[config.mk]
export PLATFORM = sky130hd
export DESIGN_NAME = switch_pulse_gen_flat
export DESIGN_NICKNAME = d
export VERILOG_FILES = /design/src/rtl/switch_pkg.sv /design/src/rtl/switch_pulse_gen_if.sv /design/src/rtl/debounce_chan.sv /design/src/rtl/switch_pulse_gen.sv /design/src/flat_wrapper.sv
export SDC_FILE = /design/constraint.sdc
export NUM_CORES = 1
export LEC_CHECK = 0
export ABC_CLOCK_PERIOD_IN_PS = 4100
export CORE_UTILIZATION = 55
export DETAILED_ROUTE_END_ITERATION = 16
export DONT_BUFFER_PORTS = 1
export HOLD_SLACK_MARGIN = 0.05
export PLACE_DENSITY = 0.75
export REMOVE_ABC_BUFFERS = 1
export SLEW_MARGIN = 15
export SYNTH_ARGS = -nofsm -noshare
export SYNTH_HDL_FRONTEND = slang
export SYNTH_SLANG_ARGS = --single-unit
[constraint.sdc]
create_clock -name clk -period 4.1 [get_ports clk]
set_clock_uncertainty 0.05 [all_clocks]
set_input_delay 0.615 -clock clk [delete_from_list [all_inputs] [get_ports clk]]
set_output_delay 0.615 -clock clk [all_outputs]
set_load 0.005 [all_outputs]
[src/rtl/switch_pkg.sv]
`default_nettype none
// +--------------------------------------------------------------------------+
// | switch_pkg : shared channel state encoding and counter width             |
// | Revision   : 1.0                                                         |
// +--------------------------------------------------------------------------+
package switch_pkg;

    localparam int c_CNT_W    = 8;
    localparam int c_NUM_CHAN = 3;

    typedef enum logic [1:0] {
        ST_IDLE         = 2'd0,
        ST_PRESS_WAIT   = 2'd1,
        ST_PRESSED      = 2'd2,
        ST_RELEASE_WAIT = 2'd3
    } chan_state_t;

endpackage
`default_nettype wire

[src/rtl/switch_pulse_gen_if.sv]
`default_nettype none
// +--------------------------------------------------------------------------+
// | switch_pulse_gen_if : raw switch inputs, press pulses, debounced levels  |
// | Revision            : 1.0                                                |
// +--------------------------------------------------------------------------+
interface switch_pulse_gen_if;

    logic       raw_s1;
    logic       raw_s2;
    logic       raw_s3;
    logic       S1;
    logic       S2;
    logic       S3;
    logic [2:0] level;

    modport master (
        output raw_s1, raw_s2, raw_s3,
        input  S1, S2, S3, level
    );

    modport slave (
        input  raw_s1, raw_s2, raw_s3,
        output S1, S2, S3, level
    );

endinterface
`default_nettype wire

[src/rtl/debounce_chan.sv]
`default_nettype none
// +--------------------------------------------------------------------------+
// | debounce_chan : one switch channel - synchronizer, debounce FSM, pulse   |
// | Revision      : 1.0                                                      |
// +--------------------------------------------------------------------------+
module debounce_chan
    import switch_pkg::*;
#(
    parameter int DEB_CYCLES = 16
) (
    input  logic clk,
    input  logic rst_n,
    input  logic i_raw,
    output logic o_pulse,
    output logic o_level
);

    localparam logic [c_CNT_W-1:0] c_CNT_LAST = c_CNT_W'(DEB_CYCLES - 1);

    logic [1:0]         r_sync;
    logic               w_in;
    chan_state_t        r_state;
    chan_state_t        w_state_next;
    logic [c_CNT_W-1:0] r_cnt;
    logic [c_CNT_W-1:0] w_cnt_next;
    logic               r_pulse;
    logic               w_pulse_next;

    assign w_in = r_sync[1];

    always_ff @(posedge clk or negedge rst_n) begin
        if (!rst_n) begin
            r_sync  <= 2'b00;
            r_state <= ST_IDLE;
            r_cnt   <= '0;
            r_pulse <= 1'b0;
        end else begin
            r_sync  <= {r_sync[0], i_raw};
            r_state <= w_state_next;
            r_cnt   <= w_cnt_next;
            r_pulse <= w_pulse_next;
        end
    end

    // Counter clears on every transition, so it stops at c_CNT_LAST and never wraps.
    always_comb begin
        w_state_next = r_state;
        w_cnt_next   = '0;
        w_pulse_next = 1'b0;
        case (r_state)
            ST_IDLE: begin
                if (w_in) w_state_next = ST_PRESS_WAIT;
            end
            ST_PRESS_WAIT: begin
                if (!w_in) begin
                    w_state_next = ST_IDLE;
                end else if (r_cnt == c_CNT_LAST) begin
                    w_state_next = ST_PRESSED;
                    w_pulse_next = 1'b1;
                end else begin
                    w_cnt_next = r_cnt + c_CNT_W'(1);
                end
            end
            ST_PRESSED: begin
                if (!w_in) w_state_next = ST_RELEASE_WAIT;
            end
            ST_RELEASE_WAIT: begin
                if (w_in) begin
                    w_state_next = ST_PRESSED;
                end else if (r_cnt == c_CNT_LAST) begin
                    w_state_next = ST_IDLE;
                end else begin
                    w_cnt_next = r_cnt + c_CNT_W'(1);
                end
            end
            default: w_state_next = ST_IDLE;
        endcase
    end

    assign o_pulse = r_pulse;
    assign o_level = (r_state == ST_PRESSED) || (r_state == ST_RELEASE_WAIT);

endmodule
`default_nettype wire

[src/rtl/switch_pulse_gen.sv]
`default_nettype none
// +--------------------------------------------------------------------------+
// | switch_pulse_gen : three independent debounced switch-to-pulse channels  |
// | Revision         : 1.0                                                   |
// +--------------------------------------------------------------------------+
module switch_pulse_gen
    import switch_pkg::*;
#(
    parameter int DEB_CYCLES = 16
) (
    input  logic               clk,
    input  logic               rst_n,
    switch_pulse_gen_if.slave  sw
);

    logic [c_NUM_CHAN-1:0] w_raw;
    logic [c_NUM_CHAN-1:0] w_pulse;
    logic [c_NUM_CHAN-1:0] w_level;

    assign w_raw = {sw.raw_s3, sw.raw_s2, sw.raw_s1};

    for (genvar gi = 0; gi < c_NUM_CHAN; gi++) begin : g_chan
        debounce_chan #(
            .DEB_CYCLES (DEB_CYCLES)
        ) u_chan (
            .clk     (clk),
            .rst_n   (rst_n),
            .i_raw   (w_raw[gi]),
            .o_pulse (w_pulse[gi]),
            .o_level (w_level[gi])
        );
    end

    assign sw.S1    = w_pulse[0];
    assign sw.S2    = w_pulse[1];
    assign sw.S3    = w_pulse[2];
    assign sw.level = w_level;

endmodule
`default_nettype wire

[src/flat_wrapper.sv]
// flat-port wrapper written by rule: the top's interface ports become plain ports
module switch_pulse_gen_flat import switch_pkg::*;
#(
    parameter int DEB_CYCLES = 16
)
  (clk, rst_n, sw_raw_s1, sw_raw_s2, sw_raw_s3, sw_S1, sw_S2, sw_S3, sw_level);
  switch_pulse_gen_if sw_i ();
  input  logic clk;
  input  logic rst_n;
  input wire logic [$bits(sw_i.raw_s1)-1:0] sw_raw_s1;
  input wire logic [$bits(sw_i.raw_s2)-1:0] sw_raw_s2;
  input wire logic [$bits(sw_i.raw_s3)-1:0] sw_raw_s3;
  output wire logic [$bits(sw_i.S1)-1:0] sw_S1;
  output wire logic [$bits(sw_i.S2)-1:0] sw_S2;
  output wire logic [$bits(sw_i.S3)-1:0] sw_S3;
  output wire logic [$bits(sw_i.level)-1:0] sw_level;
  assign sw_i.raw_s1 = sw_raw_s1;
  assign sw_i.raw_s2 = sw_raw_s2;
  assign sw_i.raw_s3 = sw_raw_s3;
  assign sw_S1 = sw_i.S1;
  assign sw_S2 = sw_i.S2;
  assign sw_S3 = sw_i.S3;
  assign sw_level = sw_i.level;
  switch_pulse_gen #(.DEB_CYCLES(DEB_CYCLES)) u_core (.clk(clk), .rst_n(rst_n), .sw(sw_i));
endmodule
==> results.txt, run 1 <==
- Outcome: finished clean
- For the pin with the worst max-slew slack, the measured transition is between 0.4 and 0.5 ns.
* Fmax: about 550 MHz
- The routed design has around 2900 microns of wire.
- Of all nets on the critical path, the largest fanout is 5.
* Area of the core: 2850 sq um
- Distinct cells, synth: 33
* Maximum vdd drop: around 0.25 mV
- Worst-case clock buffer depth: 2
* Total I/O pin count: 11
- The first detailed-routing pass ran for 4 iterations.
- DRC violation count after routing: 0
- After detailed routing, the average wire length per cell comes to ~16 microns.
- H-tree depth: 2
* Wire length of the first global-routing pass: between 4000 and 5000 microns
- Share of the core filled with cells: 0.629
- In the final layout, the share of cells above drive strength 1 is 0.115.
- Fill cells in the final layout number 236.
- Share of the yosys chip area belonging to registers: 0.574
- Yosys mapped a number of flops with a built-in enable equal to 0.
- Number of antenna cells inserted: 0
- For the final routed database, the setup TNS stands at 0 ns.
- The count of buffers added on input and output ports is 0.
- The congestion estimate from routability-driven global placement came to 0.762.
* Average cell area after synthesis: roughly 11 sq um
- Summing every instance area after synthesis gives 1700 sq um.
- Antenna Nets Post-Route: 0
- The commonest cells after synthesis are 39 x sky130_fd_sc_hd__dfrtp_1, 11 x sky130_fd_sc_hd__a21oi_1, 11 x sky130_fd_sc_hd__nand2_1.
- Primary flip-flop cell chosen by synthesis mapping: sky130_fd_sc_hd__dfrtp_1
- GRT Total Usage: 0.200
* Antenna violations before repair: 0
* Library cell occupying the most area in the post-synthesis netlist: sky130_fd_sc_hd__dfrtp_1
- STA puts the critical path data arrival time at 2.00 ns.
- Data required time at the worst endpoint: 4.27 ns
* Root buffer selected by CTS: sky130_fd_sc_hd__clkbuf_4
* Number of cells on the critical path: 3
- Once placement finished, the instance area stood at roughly 1700 sq um.
- The tree built by TritonCTS fans out to 39 sinks.
* Area growth from synthesis to layout: 5.37%
- Hold violation total from the final report: 0
- Among all cell types in the netlist, the one instantiated most often is sky130_fd_sc_hd__dfrtp_1.
- Number of buffers inserted during clock tree synthesis: 5
* Die footprint: about 3300 sq um
- Final nets: approximately 160
- Clock-pin slew was measured on the worst setup and hold paths at between 0.1 and 0.15 ns.
* Total non-filler cell area in the finished layout: between 1500 and 2000 sq um
- Number of setup violations in the final report: 0
- Sort of element at the end of the critical path: register
* Top post-synthesis cells by area: sky130_fd_sc_hd__dfrtp_1 57%, sky130_fd_sc_hd__or3_1 3.7%, sky130_fd_sc_hd__a21oi_1 3.2%, sky130_fd_sc_hd__mux2_4 2.6%, sky130_fd_sc_hd__nand2_1 2.4%
* Placed instance count: between 150 and 200
- In this design, the stage delay of the slowest critical-path cell is 0.57 ns.
* Highest-delay cell along the critical path: sky130_fd_sc_hd__or4_1
- In this run the most critical hold path is launched from sw_raw_s1.
* Register-to-register setup slack: 2.27 ns
- After synthesis the netlist holds a flip-flop and latch count of 39.
- The routed layout has 1164 vias.
* Num rows: 19
- Async S/R FF share, synth: 1.00
- Once layout is complete, the cells apart from fillers number roughly 190.
- The final number of max-transition violations came to 0.
* Count of synthesis-stage warnings from yosys: 0
- Maximum number of pins on one net before global-route repair: 40
* Critical path class: reg -> reg
- The detailed router finished its first iteration with 58 violations.
* P per Cell Area: around 340 nW/um^2
- The worst setup path is launched from a register.
- The cell count after synthesis came out at around 150.
- The number of gates resized after CTS was 0.
- In this run the static leakage power is just under 0.8 nW.
- Vias in the first global route: approximately 1100
- For the worst flop-to-flop path, the logic depth is 3.
* Clock latency on the worst-skew pair: about 0.34 ns
* Clock tree from TritonCTS: done
- Shortest clock period the worst path allows after layout: about 1.8 ns
- The worst hold path belongs to the class in -> reg.
- Aggregate global routing overflow: 0
* Final worst path period share: 0.446
- Using the TritonRoute via totals, the vias-per-cell ratio works out to just over 6.
- The share of synthesized area in the top cell type comes to 0.574.
* Unrepaired setup endpoints after global routing: false
* Critical path origin: u_core.g_chan[2].u_chan.r_cnt[6]
* Maximum Capacitance Violations: 0
- The cell family contributing the most delay on the critical path is simple AND/OR/NAND/NOR gates.
- Startpoint of the worst-slack reg-to-reg timing path: u_core.g_chan[2].u_chan.r_cnt[6]
- Measured along the y axis, the die boundary spans 57.6 microns.
- From left edge to right edge, the die measures about 58 microns.
- Together, buffers and inverters on the worst path number 0.
- Starting density of the core: 0.596
- Measured against its own limit, the worst slew margin works out to 0.687.
- Detailed placement finished with a half-perimeter wire length of a little over 2000 microns.
- The signal on the critical path passes through or4_1, or3_4, mux2_4.
-- through the flow --
stage	hold slack, ns	power, W	setup slack (ns)
after floorplan	0.269	0.000414	2.36
after global placement	0.270	0.000417	2.34
after detailed placement	0.270	0.000418	2.29
after CTS	0.222	0.000624	2.27
after global routing	0.207	0.000645	2.23
final	0.242	0.000616	2.27
-- placed cells by master (no fill, tap or decap), drive strengths merged, types with 2 or more instances in the layout --
cell type / instances
clkbuf: 6
nor4: 3
a31oi: 2
nor3b: 3
a22o: 2
ha: 3
or4: 4
nand4: 2
o21ai: 8
nor2: 7
nand2: 11
mux2: 4
a311oi: 2
and2: 3
and3: 2
nor3: 2
a21oi: 11
dfrtp: 39
xor2: 3
xnor2: 3
nand3: 7
inv: 7
a211oi: 2
or3: 14
-- report_power, final --
part | switching, W | leakage (nW) | total (W) | internal, W
logic | 0.0000144 | 0.223 | 0.0000219 | 0.00000758
clock network | 0.000116 | 0.0341 | 0.000196 | 0.0000795
registers | 0.00000651 | 0.521 | 0.000398 | 0.000392
-- kinds of logic after synthesis --
family                   count (synthesis)  share of synthesized area
flip-flops                              39                      0.574
XOR/XNOR                                 6                     0.0309
AND/OR/NAND/NOR                         58                      0.198
multiplexers                             4                     0.0331
buffers and inverters                   13                     0.0353
AO/OA/AOI/OAI                           30                      0.107
adder cells (fa/ha/maj)                  3                     0.0221
-- routing by layer --
| layer | GRT usage | up-vias | wire [microns] |
|---|---|---|---|
| met3 | 0.0759 | 2 | 125 |
| met5 | 0 | - | 0 |
| li1 | - | 561 | - |
| met2 | 0.324 | 25 | 1450 |
| met4 | 0.0627 | 0 | 8 |
| met1 | 0.250 | 576 | 1340 |
-- flip-flops by register name, indices dropped and copies added (netlist names), named ones only --
register,flops
u_core.g_chan.u_chan.r_cnt,24
u_core.g_chan.u_chan.r_sync,6
u_core.g_chan.u_chan.r_state,3
u_core.g_chan.u_chan.o_pulse,3
-- timing repair --
action,CTS,global route
endpoints found under the hold margin,39,0
hold buffers,2,0
buffers inserted,0,0
-- cell type report --
type                       instances  area (sq um)  share of cell area
clock buffer                       6          51.3              0.0286
clock inverter                     1          5.00             0.00279
inverter                           7          26.3              0.0147
multi-input combinational        101           666               0.371
sequential                        39           976               0.544
tap                               31          38.8              0.0216
timing repair buffer               2          30.0              0.0167
-- worst min-delay path by stage --
stage	slack (ns)	to	depth (start not counted)
2_1_floorplan	0.27	asynchronous set/reset pin	0
3_3_place_gp	0.27	u_core.g_chan[1].u_chan.r_cnt[3]	0
3_5_place_dp	0.27	u_core.g_chan[1].u_chan.r_cnt[3]	0
4_1_cts	0.22	u_core.g_chan[0].u_chan.r_sync[0]	0
5_1_grt	0.21	u_core.g_chan[0].u_chan.r_sync[0]	0
6_report	0.24	u_core.g_chan[0].u_chan.r_sync[0]	0
No activity file was read; power rests on OpenSTA's default activity.
==> run 2: changes to the inputs <==
- ABC_CLOCK_PERIOD_IN_PS: 4100 -> 1500
- PLACE_DENSITY: 0.75 -> 0.78
- clock period: 4.1 -> 1.5 ns (I/O delays scaled with it)
==> results.txt, run 2 (synthesis gave the netlist of run 1 again) <==
- The flow ran to the end, but the final reports show violations.
* Failing checks: design-rule violations, negative setup slack
- Maximum Capacitance Violations: 0
- For this design the total switching power over the nets is about 0.00042 W.
* Wire length of the first global-routing pass: about 5600 microns
- u_core.g_chan.u_chan.r_cnt holds more flip-flops than any other register.
- Clock latency on the worst-skew pair: roughly 0.35 ns
- Register-to-register setup slack: -0.26 ns
* Max incr delay on CP: 0.54 ns
* Gp weighted congestion: 0.846
- Buffers on Ports: 0
* Maximum number of pins on one net before global-route repair: 40
* Area of the core: 2850 sq um
* Switching share of power: 0.206
- Maximum vdd drop: between 0.8 and 0.9 mV
- HPWL after detailed placement: roughly 2300 microns
- The critical path contains buffers and inverters numbering 0 combined.
* Area growth from synthesis to layout: 25.4%
* Number of buffers inserted during clock tree synthesis: 5
- For this block, the initial DRC count from the detailed router was 46.
* Drt wl/cell: approximately 15 microns
- In the routed design, unresolved DRC markers number 1.
- Slew Limit Headroom: 0.747
* Power share of the sequential group: 0.529
- Arrival time worst endpoint: 1.96 ns
- For this design the static power due to leakage is roughly 0.94 nW.
- Most frequent standard cell in the layout excluding fill and tap cells: sky130_fd_sc_hd__dfrtp_1
- The H-tree was split into 2 levels.
- The number of endpoints with negative hold slack in the final report is 0.
- Clock tree sinks: 39
- Shortest clock period the worst path allows after layout: between 1.5 and 2 ns
- STA classifies the critical path endpoint as a register.
- Most frequent cells in the layout: 39 x sky130_fd_sc_hd__dfrtp_1, 24 x sky130_fd_sc_hd__buf_4, 11 x sky130_fd_sc_hd__nand2_1, 10 x sky130_fd_sc_hd__or3_1, 8 x sky130_fd_sc_hd__o21ai_0
- In this run the horizontal extent of the chip is approximately 58 microns.
* Starting density of the core: 0.596
* Startpoint of the worst-slack reg-to-reg timing path: u_core.g_chan[0].u_chan.r_cnt[5]
- In the post-route analysis, the smallest setup slack over all paths is -0.261 ns.
* Fmax: between 500 and 600 MHz
- Comb pwr share: 0.043
* P per Cell Area: 961 nW/um^2
- Total I/O pin count: 11
* Final worst path period share: 1.17
- Final nets: 193
- After clock tree synthesis, the clock-pin slew on the worst setup and hold paths is between 0.1 and 0.15 ns.
* Chain of cells forming the critical path: or4_4, or3_4, mux2_4
- Vias: around 1200
* Clock tree from TritonCTS: done
* Die height: 57.6 microns
- Data required time at the worst endpoint: between 1.5 and 2 ns
* Worst-case clock buffer depth: 2
- Number of flip-flops under the largest register name: 24
- Num rows: 19
- Maximum fanout along the worst path: 2
* Root buffer selected by CTS: sky130_fd_sc_hd__clkbuf_4
- The min-delay analysis places its worst path in the category in -> async.
- Die footprint: approximately 3300 sq um
* Leading registers by flop count: u_core.g_chan.u_chan.r_cnt: 24 flops, u_core.g_chan.u_chan.r_sync: 6 flops
- Unrepaired setup endpoints after global routing: true
- Highest-delay cell along the critical path: sky130_fd_sc_hd__or4_4
* Number of setup violations in the final report: 10
- 0 antenna diodes ended up in the layout.
* Aggregate global routing overflow: 0
- In the final layout, the share of cells above drive strength 1 is 0.323.
- Clock network power share: 0.428
- 1st-pass router iterations: 10
- The final layout contains routed wiring with a total length of 3340 microns.
* Path depth of the worst reg2reg path: 3
* Delay-heaviest family, CP: simple AND/OR/NAND/NOR gates
* GRT Total Usage: 0.230
- OpenSTA, run right after detailed placement, puts the worst setup slack at -0.262 ns.
* Filler Cell Count: 192
* Antenna violations before repair: 0
* Worst-margin pin slew: 0.377 ns
* Antenna Nets Post-Route: 0
* Crit start category: register
- Vias in the first global route: roughly 1300
- Critical path class: reg -> reg
- Cell internal power dissipation: approximately 0.0016 W
* Final Power: roughly 0.0021 W
- The final number of max-transition violations was 0.
- After detailed routing, the number of vias per cell comes to about 5.7.
## run 2: cell types whose count changed in the layout (fill, tap and decap cells not counted), sizes merged
cell and change:
buf +26, dlygate4sd3 +3, bufinv +2, clkbuf -1
clkinv -1, clkinvlp +1
## run 2: worst max path at each step
stage / from / to / depth (start not counted)
6_report: u_core.g_chan[0].u_chan.r_cnt[5] / register / 3
3_3_place_gp: u_core.g_chan[0].u_chan.r_cnt[5] / register / 3
4_1_cts: u_core.g_chan[2].u_chan.r_cnt[6] / register / 3
5_1_grt: u_core.g_chan[2].u_chan.r_cnt[7] / register / 3
2_1_floorplan: u_core.g_chan[1].u_chan.r_cnt[5] / register / 3
3_5_place_dp: u_core.g_chan[0].u_chan.r_cnt[5] / register / 3
## run 2: timing repair
| action | in CTS | in global routing |
|---|---|---|
| resized for setup | 5 | 13 |
| buffers inserted | 2 | 2 |
| hold endpoints to repair | 42 | 0 |
| hold buffers | 5 | 0 |
| pin swaps | 0 | 4 |
| setup endpoints to repair | 9 | 20 |
## run 2: power groups by stage
stage               sequential [W]  combinational (W)  clock (W)
floorplan                  0.00110          0.0000261          0
global placement           0.00110          0.0000468          0
detailed placement         0.00110          0.0000498          0
CTS                        0.00108          0.0000866   0.000891
global route               0.00109           0.000101   0.000928
finish                     0.00108          0.0000891   0.000877
## run 2: per-stage QoR
step	cell area (sq um)	hold WS [ns]	instances	TNS [ns]	util
2_1_floorplan	1670	-0.121	147	-1.19	-
3_3_place_gp	1870	-0.120	200	-1.11	0.656
3_5_place_dp	1870	-0.120	200	-1.39	0.656
4_1_cts	2070	0.259	215	-1.59	0.726
5_1_grt	2130	0.273	217	-2.24	0.748
6_report	2130	0.274	217	-1.71	0.748
## run 2: worst reg2reg max path: stages, from the launching register on
cell                      delay, ns
sky130_fd_sc_hd__dfrtp_1       0.41
sky130_fd_sc_hd__or4_4         0.54
sky130_fd_sc_hd__or3_4         0.35
sky130_fd_sc_hd__mux2_4        0.31
## run 2: cell type report
cell class / count / area (sq um) / area share
Sequential cell: 39 / 976 / 0.457
Multi-Input combinational cell: 101 / 724 / 0.340
Timing Repair Buffer: 31 / 263 / 0.123
Clock inverter: 3 / 67.6 / 0.0317
Tap cell: 31 / 38.8 / 0.0182
Clock buffer: 5 / 37.5 / 0.0176
Inverter: 7 / 26.3 / 0.0123
## run 2: routing by layer
layer  track usage  wire (microns)  vias up
met2         0.355            1610       25
met5             0               0        -
met4         0.111              56        0
met1         0.297            1500      595
li1              -               -      618
met3        0.0714             166        8
